File: config.mk
export PLATFORM = sky130hd
export DESIGN_NAME = bht_predictor
export DESIGN_NICKNAME = d
export VERILOG_FILES = /design/src/rtl/bp_pkg.sv /design/src/rtl/bp_sat_counter.sv /design/src/rtl/bht_predictor.sv
export SDC_FILE = /design/constraint.sdc
export NUM_CORES = 1
export LEC_CHECK = 0
export BUFFER_PORTS_ARGS = -buffer_cell sky130_fd_sc_hd__buf_2
export CAP_MARGIN = 20
export CORE_MARGIN = 10
export CORE_UTILIZATION = 25
export CTS_CLUSTER_SIZE = 14
export DETAILED_ROUTE_END_ITERATION = 8
export HOLD_SLACK_MARGIN = 0.03
export PLACE_DENSITY = 0.5
export SYNTH_ARGS = -nofsm -noshare
export SYNTH_HDL_FRONTEND = slang
export SYNTH_SLANG_ARGS = --single-unit
File: constraint.sdc
create_clock -name clk -period 1.6 [get_ports clk]
set_clock_uncertainty 0.05 [all_clocks]
set_input_delay 0 -clock clk [delete_from_list [all_inputs] [get_ports clk]]
set_output_delay 0 -clock clk [all_outputs]
set_load 0.03 [all_outputs]
File: src/rtl/bp_pkg.sv
// Shared definitions for the branch history table: counter reset value, taken threshold,
// saturating step and parameter legality checks. Counters up to 4 bits use cnt_word_t.
package bp_pkg;

  localparam int unsigned CNT_W_MIN = 32'd2;
  localparam int unsigned CNT_W_MAX = 32'd4;

  typedef logic [CNT_W_MAX-1:0] cnt_word_t;

  function automatic cnt_word_t rst_cnt(input int unsigned cnt_w);
    return cnt_word_t'((32'd1 << (cnt_w - 32'd1)) - 32'd1);
  endfunction

  function automatic cnt_word_t cnt_max(input int unsigned cnt_w);
    return cnt_word_t'((32'd1 << cnt_w) - 32'd1);
  endfunction

  function automatic logic cnt_taken(input cnt_word_t cnt, input int unsigned cnt_w);
    cnt_word_t sh;
    sh = cnt >> (cnt_w - 32'd1);
    return sh[0];
  endfunction

  // Saturates at both ends; never wraps.
  function automatic cnt_word_t sat_step(input cnt_word_t cnt, input int unsigned cnt_w,
                                         input logic dir);
    cnt_word_t res;
    if (dir) begin
      if (cnt == cnt_max(cnt_w)) res = cnt;
      else                       res = cnt + 4'd1;
    end else begin
      if (cnt == 4'd0) res = cnt;
      else             res = cnt - 4'd1;
    end
    return res;
  endfunction

  function automatic logic cnt_w_legal(input int unsigned cnt_w);
    return (cnt_w >= CNT_W_MIN) && (cnt_w <= CNT_W_MAX);
  endfunction

  function automatic logic ghr_w_legal(input int unsigned ghr_w, input int unsigned idx_w);
    return (ghr_w >= 32'd1) && (ghr_w <= idx_w);
  endfunction

endpackage

File: src/rtl/bp_sat_counter.sv
// One saturating prediction counter. clr_i (synchronous) beats en_i; rst_n is asynchronous.
module bp_sat_counter
  import bp_pkg::*;
#(
  parameter int unsigned CNT_W = 2
) (
  input  logic             clk,
  input  logic             rst_n,
  input  logic             en_i,
  input  logic             dir_i,
  input  logic             clr_i,
  output logic [CNT_W-1:0] count_o
);

  localparam logic [CNT_W-1:0] RST_CNT = CNT_W'(rst_cnt(CNT_W));

  logic [CNT_W-1:0] count_q;
  logic [CNT_W-1:0] count_d;
  cnt_word_t        step_s;

  assign step_s = sat_step(cnt_word_t'(count_q), CNT_W, dir_i);

  always_comb begin
    count_d = count_q;
    if (clr_i) begin
      count_d = RST_CNT;
    end else if (en_i) begin
      count_d = CNT_W'(step_s);
    end else begin
      count_d = count_q;
    end
  end

  always_ff @(posedge clk or negedge rst_n) begin
    if (!rst_n) count_q <= RST_CNT;
    else        count_q <= count_d;
  end

  assign count_o = count_q;

endmodule

File: src/rtl/bht_predictor.sv
// Branch history table: combinational lookup, registered update, read-before-write on
// same-index collisions. Define GSHARE_EN to XOR a non-speculative global history into the index.
module bht_predictor
  import bp_pkg::*;
#(
  parameter int unsigned PC_W  = 32,
  parameter int unsigned IDX_W = 6,
  parameter int unsigned CNT_W = 2,
  parameter int unsigned GHR_W = 6
) (
  input  logic             clk,
  input  logic             rst_n,
  input  logic             lookup_valid,
  input  logic [PC_W-1:0]  lookup_pc,
  output logic             predict_taken,
  output logic [IDX_W-1:0] predict_idx,
  input  logic             update_valid,
  input  logic [IDX_W-1:0] update_idx,
  input  logic             update_taken,
  input  logic             clear
);

  localparam int unsigned ENTRIES = 32'd1 << IDX_W;

  if (!cnt_w_legal(CNT_W)) begin : g_bad_cnt_w
    $error("bht_predictor: CNT_W must be in 2..4");
  end

  logic [CNT_W-1:0] cnt_s [ENTRIES];
  logic [IDX_W-1:0] pc_idx_s;
  logic             unused_pc_s;

  assign pc_idx_s    = lookup_pc[IDX_W+1:2];
  assign unused_pc_s = ^{lookup_pc[PC_W-1:IDX_W+2], lookup_pc[1:0]};

  for (genvar i = 0; i < ENTRIES; i++) begin : g_entry
    bp_sat_counter #(.CNT_W(CNT_W)) u_cnt (
      .clk     (clk),
      .rst_n   (rst_n),
      .en_i    (update_valid && (update_idx == IDX_W'(i))),
      .dir_i   (update_taken),
      .clr_i   (clear),
      .count_o (cnt_s[i])
    );
  end

`ifdef GSHARE_EN
  if (!ghr_w_legal(GHR_W, IDX_W)) begin : g_bad_ghr_w
    $error("bht_predictor: GHR_W must be in 1..IDX_W");
  end

  logic [GHR_W-1:0] ghr_q;
  logic [GHR_W-1:0] ghr_d;

  // History is fed only by resolved branches, so it never needs repair.
  always_comb begin
    ghr_d = ghr_q;
    if (clear) begin
      ghr_d = '0;
    end else if (update_valid) begin
      ghr_d = GHR_W'({ghr_q, update_taken});
    end else begin
      ghr_d = ghr_q;
    end
  end

  always_ff @(posedge clk or negedge rst_n) begin
    if (!rst_n) ghr_q <= '0;
    else        ghr_q <= ghr_d;
  end

  assign predict_idx = pc_idx_s ^ IDX_W'(ghr_q);
`else
  assign predict_idx = pc_idx_s;
`endif

  always_comb begin
    predict_taken = 1'b0;
    if (lookup_valid) begin
      predict_taken = cnt_taken(cnt_word_t'(cnt_s[predict_idx]), CNT_W);
    end else begin
      predict_taken = 1'b0;
    end
  end

endmodule

# [Word level (Yosys, flattened, before mapping)]
# Cells that the tools add are included.
[word_totals] inputBits=44 elab_cells=1030 out_inout_bits=7 register_bits=128
[classes] n_eq_ne=255 bitwise=1 muxes=324 n_lt_le_gt_ge=1 reduce_logical=257 addsub=128
[op_table] op="$mux W2" n=322
[op_table] op="$ne A3 B3 Y1 const B" n=128
[op_table] op="$eq A6 B6 Y1 const B" n=32
[op_table] op="$reduce_and A3 Y1" n=64
[op_table] op="$add A2 B1 Y2 const B" n=64
[op_table] op="$eq A2 B2 Y1 const B" n=64
[op_table] op="$logic_not A2 Y1" n=64
[op_table] op="$reduce_bool A2 Y1" n=64
[op_table] op="$sub A2 B1 Y2 const B" n=64
[op_table] op="$eq A6 B5 Y1 const B" n=16
[op_table] op="$logic_and A1 B1 Y1" n=64
[op_table] op="$eq A6 B4 Y1 const B" n=8
[op_table] op="$eq A6 B3 Y1 const B" n=4
[op_table] op="$bmux W2 S6" n=1
[op_table] op="$eq A6 B2 Y1 const B" n=2
[op_table] op="$ge A7 B7 Y1 const B" n=1
[op_table] op="$not A6 Y7" n=1
[op_table] op="$eq A6 B1 Y1 const B" n=1
[op_table] op="$logic_not A6 Y1" n=1
[op_table] op="$mux W1" n=1

# [Depth between registers and ports, before layout]
# Gate-level depths: netlist of run 1.
[logic_depth] depth_word=5 depth_mapped=7 ltp_nobuf=5

# [Hierarchy]
# From an unflattened synthesis of run 1, not the netlist that was laid out.
[hier_totals] cells_unflattened=921 hier_area_um2=8075.2
[modules_own_cells] module="bp_sat_counter" n_inst=64 area_each_um2=110.1 cells_each=12 seq_area_each_um2=51.3
[modules_own_cells] module="bht_predictor" n_inst=1 area_each_um2=1028.5 cells_each=153 seq_area_each_um2=0.0

# [Least setup slack after synthesis of run 1]
# OpenSTA, ideal clock, no wires.
[synth_path] kind="reg-to-output" startpoint="reg g_entry[45].u_cnt.count_q[1]" endpoint="out predict_taken" n_path_buf=0 path_stages_with_launch=5 arrival_ps=1690 t_required_ps=1550 slack_ps=-140 path_cell_list="dfrtp_1 mux4_2 mux2i_1 o211a_1 o32ai_1"
[synth_via] elab_chain_cells=4
[synth_lines] element="start: declaration" line="bp_sat_counter.sv:17" text="logic [CNT_W-1:0] count_q;"
[synth_lines] element="start signal: assignment" line="bp_sat_counter.sv:36" text="else count_q <= count_d;"
[synth_lines] element="$bmux W2 S6" line="bht_predictor.sv:80" text="predict_taken = cnt_taken(cnt_word_t'(cnt_s[predict_idx]), CNT_W);"
[synth_lines] element="$mux W2 (not written as such) (2 in series)" line="bht_predictor.sv:80"
[synth_lines] element="$mux W1" line="bht_predictor.sv:79" text="if (lookup_valid) begin"
[synth_lines] element="end: declaration" line="bht_predictor.sv:15" text="output logic predict_taken,"
# No other way between the ends. The select of a mux whose other input is x is not followed.

# [Final worst setup path of run 1]
[layout_path] startpoint="reg g_entry[30].u_cnt.count_q[1]" endpoint="out predict_taken"
[layout_via] elab_chain_cells=4
[layout_lines] element="start: declaration" line="bp_sat_counter.sv:17"
[layout_lines] element="start signal: assignment" line="bp_sat_counter.sv:36"
[layout_lines] element="$bmux W2 S6" line="bht_predictor.sv:80"
[layout_lines] element="$mux W2 (not written as such) (2 in series)" line="bht_predictor.sv:80"
[layout_lines] element="$mux W1" line="bht_predictor.sv:79"
# No other way between the ends. The select of a mux whose other input is x is not followed.

==> results of run 1 <==
[what timing repair did]
| item | CTS | global route |
|---|---|---|
| gates resized for setup | 5 | 1 |
| buffers inserted | 0 | 0 |
| endpoints found under the hold margin | 124 | 0 |
| hold buffers | 3 | 0 |
| setup endpoints to repair | 1 | 1 |
| cloned | 0 | 0 |
[cell families (layout without fill, tap and decap cells)]
| logic type | count (synthesis) | in the layout | share of synthesized area (%) |
|---|---|---|---|
| adder cells (fa/ha/maj) | 14 | 14 | 1.85 |
| multiplexers | 26 | 26 | 6.10 |
| AO/OA/AOI/OAI | 323 | 323 | 25.6 |
| buffers and inverters | 110 | 207 | 5.98 |
| flip-flops | 128 | 128 | 43.4 |
| AND/OR/NAND/NOR | 275 | 275 | 17.1 |
[worst paths after layout]
kind	cells after the start	slack, ns	start	to
max in group asynchronous	3	0.87	rst_n	g_entry[23].u_cnt.count_o[0]$_DFFE_PN1P_
worst max-delay path	6	-0.49	g_entry[30].u_cnt.count_o[1]$_DFFE_PN0P_	predict_taken
worst min-delay path	2	0.01	rst_n	g_entry[39].u_cnt.count_o[1]$_DFFE_PN0P_
worst max register to register	3	0.20	g_entry[0].u_cnt.count_o[0]$_DFFE_PN1P_	g_entry[0].u_cnt.count_o[0]$_DFFE_PN1P_
worst min register to register	2	0.48	g_entry[13].u_cnt.count_o[0]$_DFFE_PN1P_	g_entry[13].u_cnt.count_o[1]$_DFFE_PN0P_
min in group clk	4	0.08	update_idx[3]	g_entry[51].u_cnt.count_o[0]$_DFFE_PN1P_
[synthesized netlist by cell type (all sizes together) (2+ instances only)]
cell      n
nor3     23
maj3     14
a31oi     2
and3     64
a211oi   26
inv      34
a211o    44
dfstp    64
a21oi   105
mux2i     9
a311o    14
nand2   105
nand2b   10
dfrtp    64
mux4     16
nor2     66
clkbuf   57
o21ai   127
buf      19
[through the flow]
| stage | TNS, ns | std cells |
|---|---|---|
| 3_3_place_gp | -0.119 | 1328 |
| 6_report | -0.490 | 1363 |
| 2_1_floorplan | 0 | 876 |
| 4_1_cts | -0.509 | 1363 |
| 3_5_place_dp | -0.153 | 1328 |
| 5_1_grt | -0.564 | 1363 |
[cell type report]
type,instances,area (µm²)
well taps,390,488
inverters,34,128
flip-flops and latches,128,3280
repair buffers,141,1210
clock buffers,26,499
clock inverters,6,80.1
multi-input cells,638,3860
fillers,3030,20200
[worst max-delay path, stage by stage (launching register included)]
cell and delay [ns]:
dfrtp_1 0.38, mux4_2 0.52, mux2i_1 0.18, o22ai_2 0.12, a21oi_2 0.13, o32ai_2 0.10
buf_4 0.18
[power by group]
part,switching [µW],internal [µW],total [µW]
combinational,755,639,1390
sequential,109,3430,3540
clock,1430,2450,3880
[routing by layer]
metal / wire length [µm] / global-route usage, % / vias up / share of wire, %
met1: 10100 / 14.9 / 3242 / 50
li1: - / - / 3332 / -
met5: 0 / 0 / - / 0
met4: 348 / 3.35 / 0 / 1.7
met3: 817 / 2.66 / 18 / 4.0
met2: 9090 / 17.1 / 111 / 45
==> reports/metrics.csv, run 1 <==
stage,metric,value,unit
run_status,status,finished with violations,
run_status,violations,setup timing,
route,ant_nets,0,
global_routing,grt_remaining_overflow,0,
finish,drive_above_1_share,26.5,%
synth,syn_area,7570,µm²
clock_tree,clkTransAtPathRegs,0.06,ns
pwr,total_power,8810,µW
clock_tree,cts_buffers,17,
min_path,hold_class,input pin to async pin,
finish,largest_reg_flops,128,
route,dr_total_vias,6703,
global_routing,grtUsageTotal,11.0,%
timing,hold_ws,0.0138,ns
global_routing,grt_pass1_wl,34700,µm
global_routing,antenna_found_initial,0,
floorplanning,rows,63,
synth,synth_top_area_share,22.2,%
timing,slew_viol_final,0,
clock_tree,h-tree-depth,4,
synth,synthArstFlopShare,100,%
route,routed_wl,20400,µm
floorplanning,die-area,37600,µm²
clock_tree,cts_tree,built,
clock_tree,clkSinkCount,128,
clock_tree,root_buffer,clkbuf_16,
synth,yosysWarnings,0,
timing,finalHoldViolations,0,
finish,post-route-cell-area,9550,µm²
placement,placed_area,8920,µm²
pwr,cellPowerDensity,922,nW/µm²
finish,n_antenna_cell,0,
pwr,p_leak,0.00410,µW
timing,worst_pin_slew,0.401,ns
clock_tree,clockBufferDepth,2,
route,wire_per_inst,14.9,µm
floorplanning,core,29700,µm²
placement,place_ws,-0.153,ns
critical_path,end_kind,output port,
placement,routabilityCongestion,0.752,
floorplanning,io_pins,51,
placement,place_hpwl,13700,µm
synth,synth_area_leaders,"dfstp_2 (22%), dfrtp_1 (21%), o21ai_0 (7.2%)",
placement,portBuffers,24,
critical_path,start_kind,flip-flop,
finish,mostFrequentLayoutCell,o21ai_0,
global_routing,first_global_vias,6680,
synth,synth_cells,876,
floorplanning,initial_core_util,25.5,%
floorplanning,die_x,194,µm
route,drc,0,
route,detail_route.first_pass.iterations,5,
pwr,irDropWorstVdd,0.000769,V
synth,synth-seq-area-share,43.4,%
finish,layout_common_cells,"o21ai_0 (109), nand2_1 (105), a21oi_1 (103), buf_4 (101), nor2_1 (65)",
synth,synth_cell_types,36,
synth,syn_area_per_cell,8.64,µm²
finish,final_util,32.2,%
timing,setup_viol,1,
timing,setup_ws,-0.490,ns
finish,synthToLayoutAreaGrowth,26.2,%
finish,layout.nets,1004,
synth,yosysTopAreaCell,dfstp_2,
run,maxCapViolations,0,
route,drtIter0Drc,646,
global_routing,grt_max_degree,45,
critical_path,critPathKind,flip-flop to output port,
critical_path,cp.arrival,2.04,ns
timing,finalCritPeriodShare,131,%
clock_tree,worstSkewPairLatency,0.42,ns
synth,ys_seq_elements,128,
synth,syn-num-nets,920,
synth,ys.flop_type,dfstp_2,
timing,timing.fmax,478,MHz
synth,synth_edf_count,0,
critical_path,crit_path_max_fanout,2,
timing,rsz0062_at_grt,yes,
floorplanning,die-height,194,µm
timing,period_minus_slack,2.09,ns
critical_path,required,1.55,ns
route,viasPerCell,4.92,
timing,slew_headroom,73.3,%
(Power assumes the default switching activity.)
==> run 2, diff against run 1 <==
--- a/config.mk
+++ b/config.mk
@@ -15,4 +15,5 @@
 export PLACE_DENSITY = 0.5
 export SYNTH_ARGS = -nofsm -noshare
 export SYNTH_HDL_FRONTEND = slang
+export SYNTH_HIERARCHICAL = 1
 export SYNTH_SLANG_ARGS = --single-unit
==> reports/metrics.csv, run 2 <==
stage,metric,value,unit
critical_path,required,1.55,ns
critical_path,crit_path_max_fanout,2,
pwr,swShare,24.4,%
route,viasPerCell,4.92,
finish,largest_reg_flops,128,
pwr,intPower,6210,µW
placement,placed_area,10100,µm²
synth,synth_compound_area_share,24.5,%
critical_path,regToRegSetupSlack,0.22,ns
global_routing,antenna_found_initial,2,
synth,synth_xor_area_share,0,%
finish,post-route-cell-area,10800,µm²
placement,portBuffers,24,
pwr,seqPwrFrac,41.3,%
finish,final_cells,1547,
timing,rsz0062_at_grt,yes,
critical_path,critPathKind,flip-flop to output port,
synth,syn_area,8080,µm²
clock_tree,cts_buffers,17,
synth,yosysWarnings,6,
finish,layout.nets,1174,
floorplanning,core,31700,µm²
clock_tree,worstSkewPairLatency,0.42,ns
finish,synthToLayoutAreaGrowth,33.8,%
timing,finalHoldViolations,0,
timing,setup_ws,-0.684,ns
timing,slew_viol_final,0,
placement,dp_cells,1508,
route,detail_route.first_pass.iterations,7,
run_status,violations,setup timing,
floorplanning,die-height,200,µm
synth,synth_top_area_share,20.8,%
route,routed_wl,22700,µm
synth,muxShareOfSynthArea,5.07,%
synth,synth_cells,921,
synth,ys.flop_type,dfstp_2,
global_routing,grtUsageTotal,11.8,%
critical_path,path_cells,mux4_2 -> mux2i_1 -> mux2i_1 -> a21oi_1 -> o32ai_2 -> buf_4,
clock_tree,cts_tree,built,
global_routing,grt_pass1_wl,37700,µm
floorplanning,die_x,200,µm
floorplanning,rows,65,
clock_tree,clkTransAtPathRegs,0.06,ns
synth,ys_seq_elements,128,
synth,syn-num-nets,965,
critical_path,cp.arrival,2.23,ns
synth,synth_most_common_cell,nor2_1,
synth,synthAdderAreaFrac,0,%
synth,synthArstFlopShare,100,%
timing,worst_pin_slew,0.448,ns
critical_path,end_kind,output port,
timing,finalCritPeriodShare,143,%
pwr,share_comb_of_total_power,9.9,%
clock_tree,clkSinkCount,128,
route,wire_per_inst,14.7,µm
pwr,total_power,8220,µW
placement,place_ws,-0.267,ns
synth,ys_top_cells_by_count,"nor2_1 (196), o21ai_0 (192), a21oi_1 (65), inv_1 (65)",
pwr,p_leak,0.00437,µW
floorplanning,io_pins,51,
finish,drive_above_1_share,33.0,%
synth,synth-seq-area-share,40.7,%
pwr,cellPowerDensity,761,nW/µm²
route,ant_nets,0,
floorplanning,initial_core_util,25.5,%
timing,slew_headroom,70.0,%
route,drtIter0Drc,408,
synth,synth_simple_gate_area_share,25.3,%
min_path,hold_class,input pin to async pin,
global_routing,first_global_vias,7242,
synth,yosysTopAreaCell,dfstp_2,
critical_path,rr_worst_depth,4,
run,maxCapViolations,0,
placement,place_hpwl,15800,µm
pwr,irDropWorstVdd,0.000693,V
floorplanning,die-area,39900,µm²
timing,setup_viol,1,
route,dr_total_vias,7618,
pwr,p_switching,2010,µW
critical_path,start_kind,flip-flop,
synth,synth_cell_types,31,
route,drc,0,
run_status,status,finished with violations,
synth,synth_edf_count,0,
critical_path,critPathMaxStageDelay,0.50,ns
pwr,power_frac_clock,48.8,%
timing,period_minus_slack,2.28,ns
timing,timing.fmax,438,MHz
finish,final_util,34.1,%
placement,routabilityCongestion,0.782,
critical_path,cpMostUsedCell,mux2i_1,
finish,mostFrequentLayoutCell,nor2_1,
finish,layout_common_cells,"nor2_1 (195), o21ai_0 (192), buf_4 (168), inv_1 (65), a21oi_1 (65)",
critical_path,worst_path_max_delay_cell,mux4_2,
synth,synth_area_leaders,"dfstp_2 (21%), dfrtp_1 (20%), o21ai_0 (12%)",
global_routing,grt_max_degree,55,
synth,synth_top_family_by_area,simple AND/OR/NAND/NOR gates,
synth,syn_area_per_cell,8.77,µm²
global_routing,grt_remaining_overflow,0,
clock_tree,clockBufferDepth,2,
clock_tree,h-tree-depth,4,
clock_tree,root_buffer,clkbuf_16,
run 2: changes by cell type in the layout (fill, tap and decap cells not counted), sizes merged, moves of 31 or more:
cell	delta
a211o	-44
buf	+67
nor2	+130
a21oi	-40
o21ai	+65
and3	-64
and2	+64
inv	+31
o311a	+64
or4b	+64
nand2	-92
run 2: final timing paths:
path / from / end
worst min register to register: g_entry[48].u_cnt/count_o[1]$_DFFE_PN0P_ / g_entry[48].u_cnt/count_o[1]$_DFFE_PN0P_
max in group asynchronous: rst_n / g_entry[20].u_cnt/count_o[1]$_DFFE_PN0P_
worst min-delay path: rst_n / g_entry[54].u_cnt/count_o[0]$_DFFE_PN1P_
worst max-delay path: g_entry[28].u_cnt/count_o[1]$_DFFE_PN0P_ / predict_taken
min in group clk: update_idx[2] / g_entry[12].u_cnt/count_o[1]$_DFFE_PN0P_
worst max register to register: g_entry[54].u_cnt/count_o[1]$_DFFE_PN0P_ / g_entry[54].u_cnt/count_o[0]$_DFFE_PN1P_
run 2: layer usage:
| layer | up-vias | part of all wire [%] | GRT usage (%) |
|---|---|---|---|
| li1 | 3822 | - | - |
| met3 | 14 | 2.9 | 2.41 |
| met2 | 88 | 46 | 19.2 |
| met1 | 3694 | 50 | 15.7 |
| met4 | 0 | 1.0 | 2.86 |
| met5 | - | 0 | 0 |
run 2: logic make-up after synthesis:
| kind of cell | count (synthesis) |
|---|---|
| compound gates | 327 |
| buf+inv | 84 |
| simple gates | 359 |
| mux | 23 |
| flops | 128 |
run 2: area by class of cell:
type | instances | area (µm²)
Antenna cell | 2 | 5.00
Clock buffer | 26 | 479
Clock inverter | 6 | 108
Fill cell | 3287 | 20900
Inverter | 65 | 244
Multi-Input combinational cell | 709 | 4460
Sequential cell | 128 | 3280
Tap cell | 402 | 503
Timing Repair Buffer | 209 | 1720
run 2: timing repair:
item	in CTS	in global routing
cloned	0	0
hold buffers	4	0
pin swaps	3	3
resized for setup	4	0
hold endpoints to repair	153	0
endpoints found under the setup margin	1	1
setup buffers	1	0
run 2: critical path: cells and delay by family (launching register included):
family / cells / cell delay [ns]
buffers and inverters: 1 / 0.19
flip-flops: 1 / 0.38
AO/OA/AOI/OAI: 2 / 0.31
multiplexers: 3 / 0.92
run 2: through the flow:
stage	hold WS, ns	setup TNS [ns]
floorplan	-0.346	-0.426
global placement	-0.171	-5.10
detailed placement	-0.172	-4.98
CTS	0.131	-0.711
global route	0.169	-0.727
finish	0.138	-0.684
run 2: power by group through the flow:
stage / Sequential [µW] / Combinational [µW] / Clock (µW)
2_1_floorplan: 3440 / 300 / 0
3_3_place_gp: 3440 / 811 / 0
3_5_place_dp: 3450 / 816 / 0
4_1_cts: 3390 / 831 / 4110
5_1_grt: 3410 / 902 / 4240
6_report: 3400 / 816 / 4010
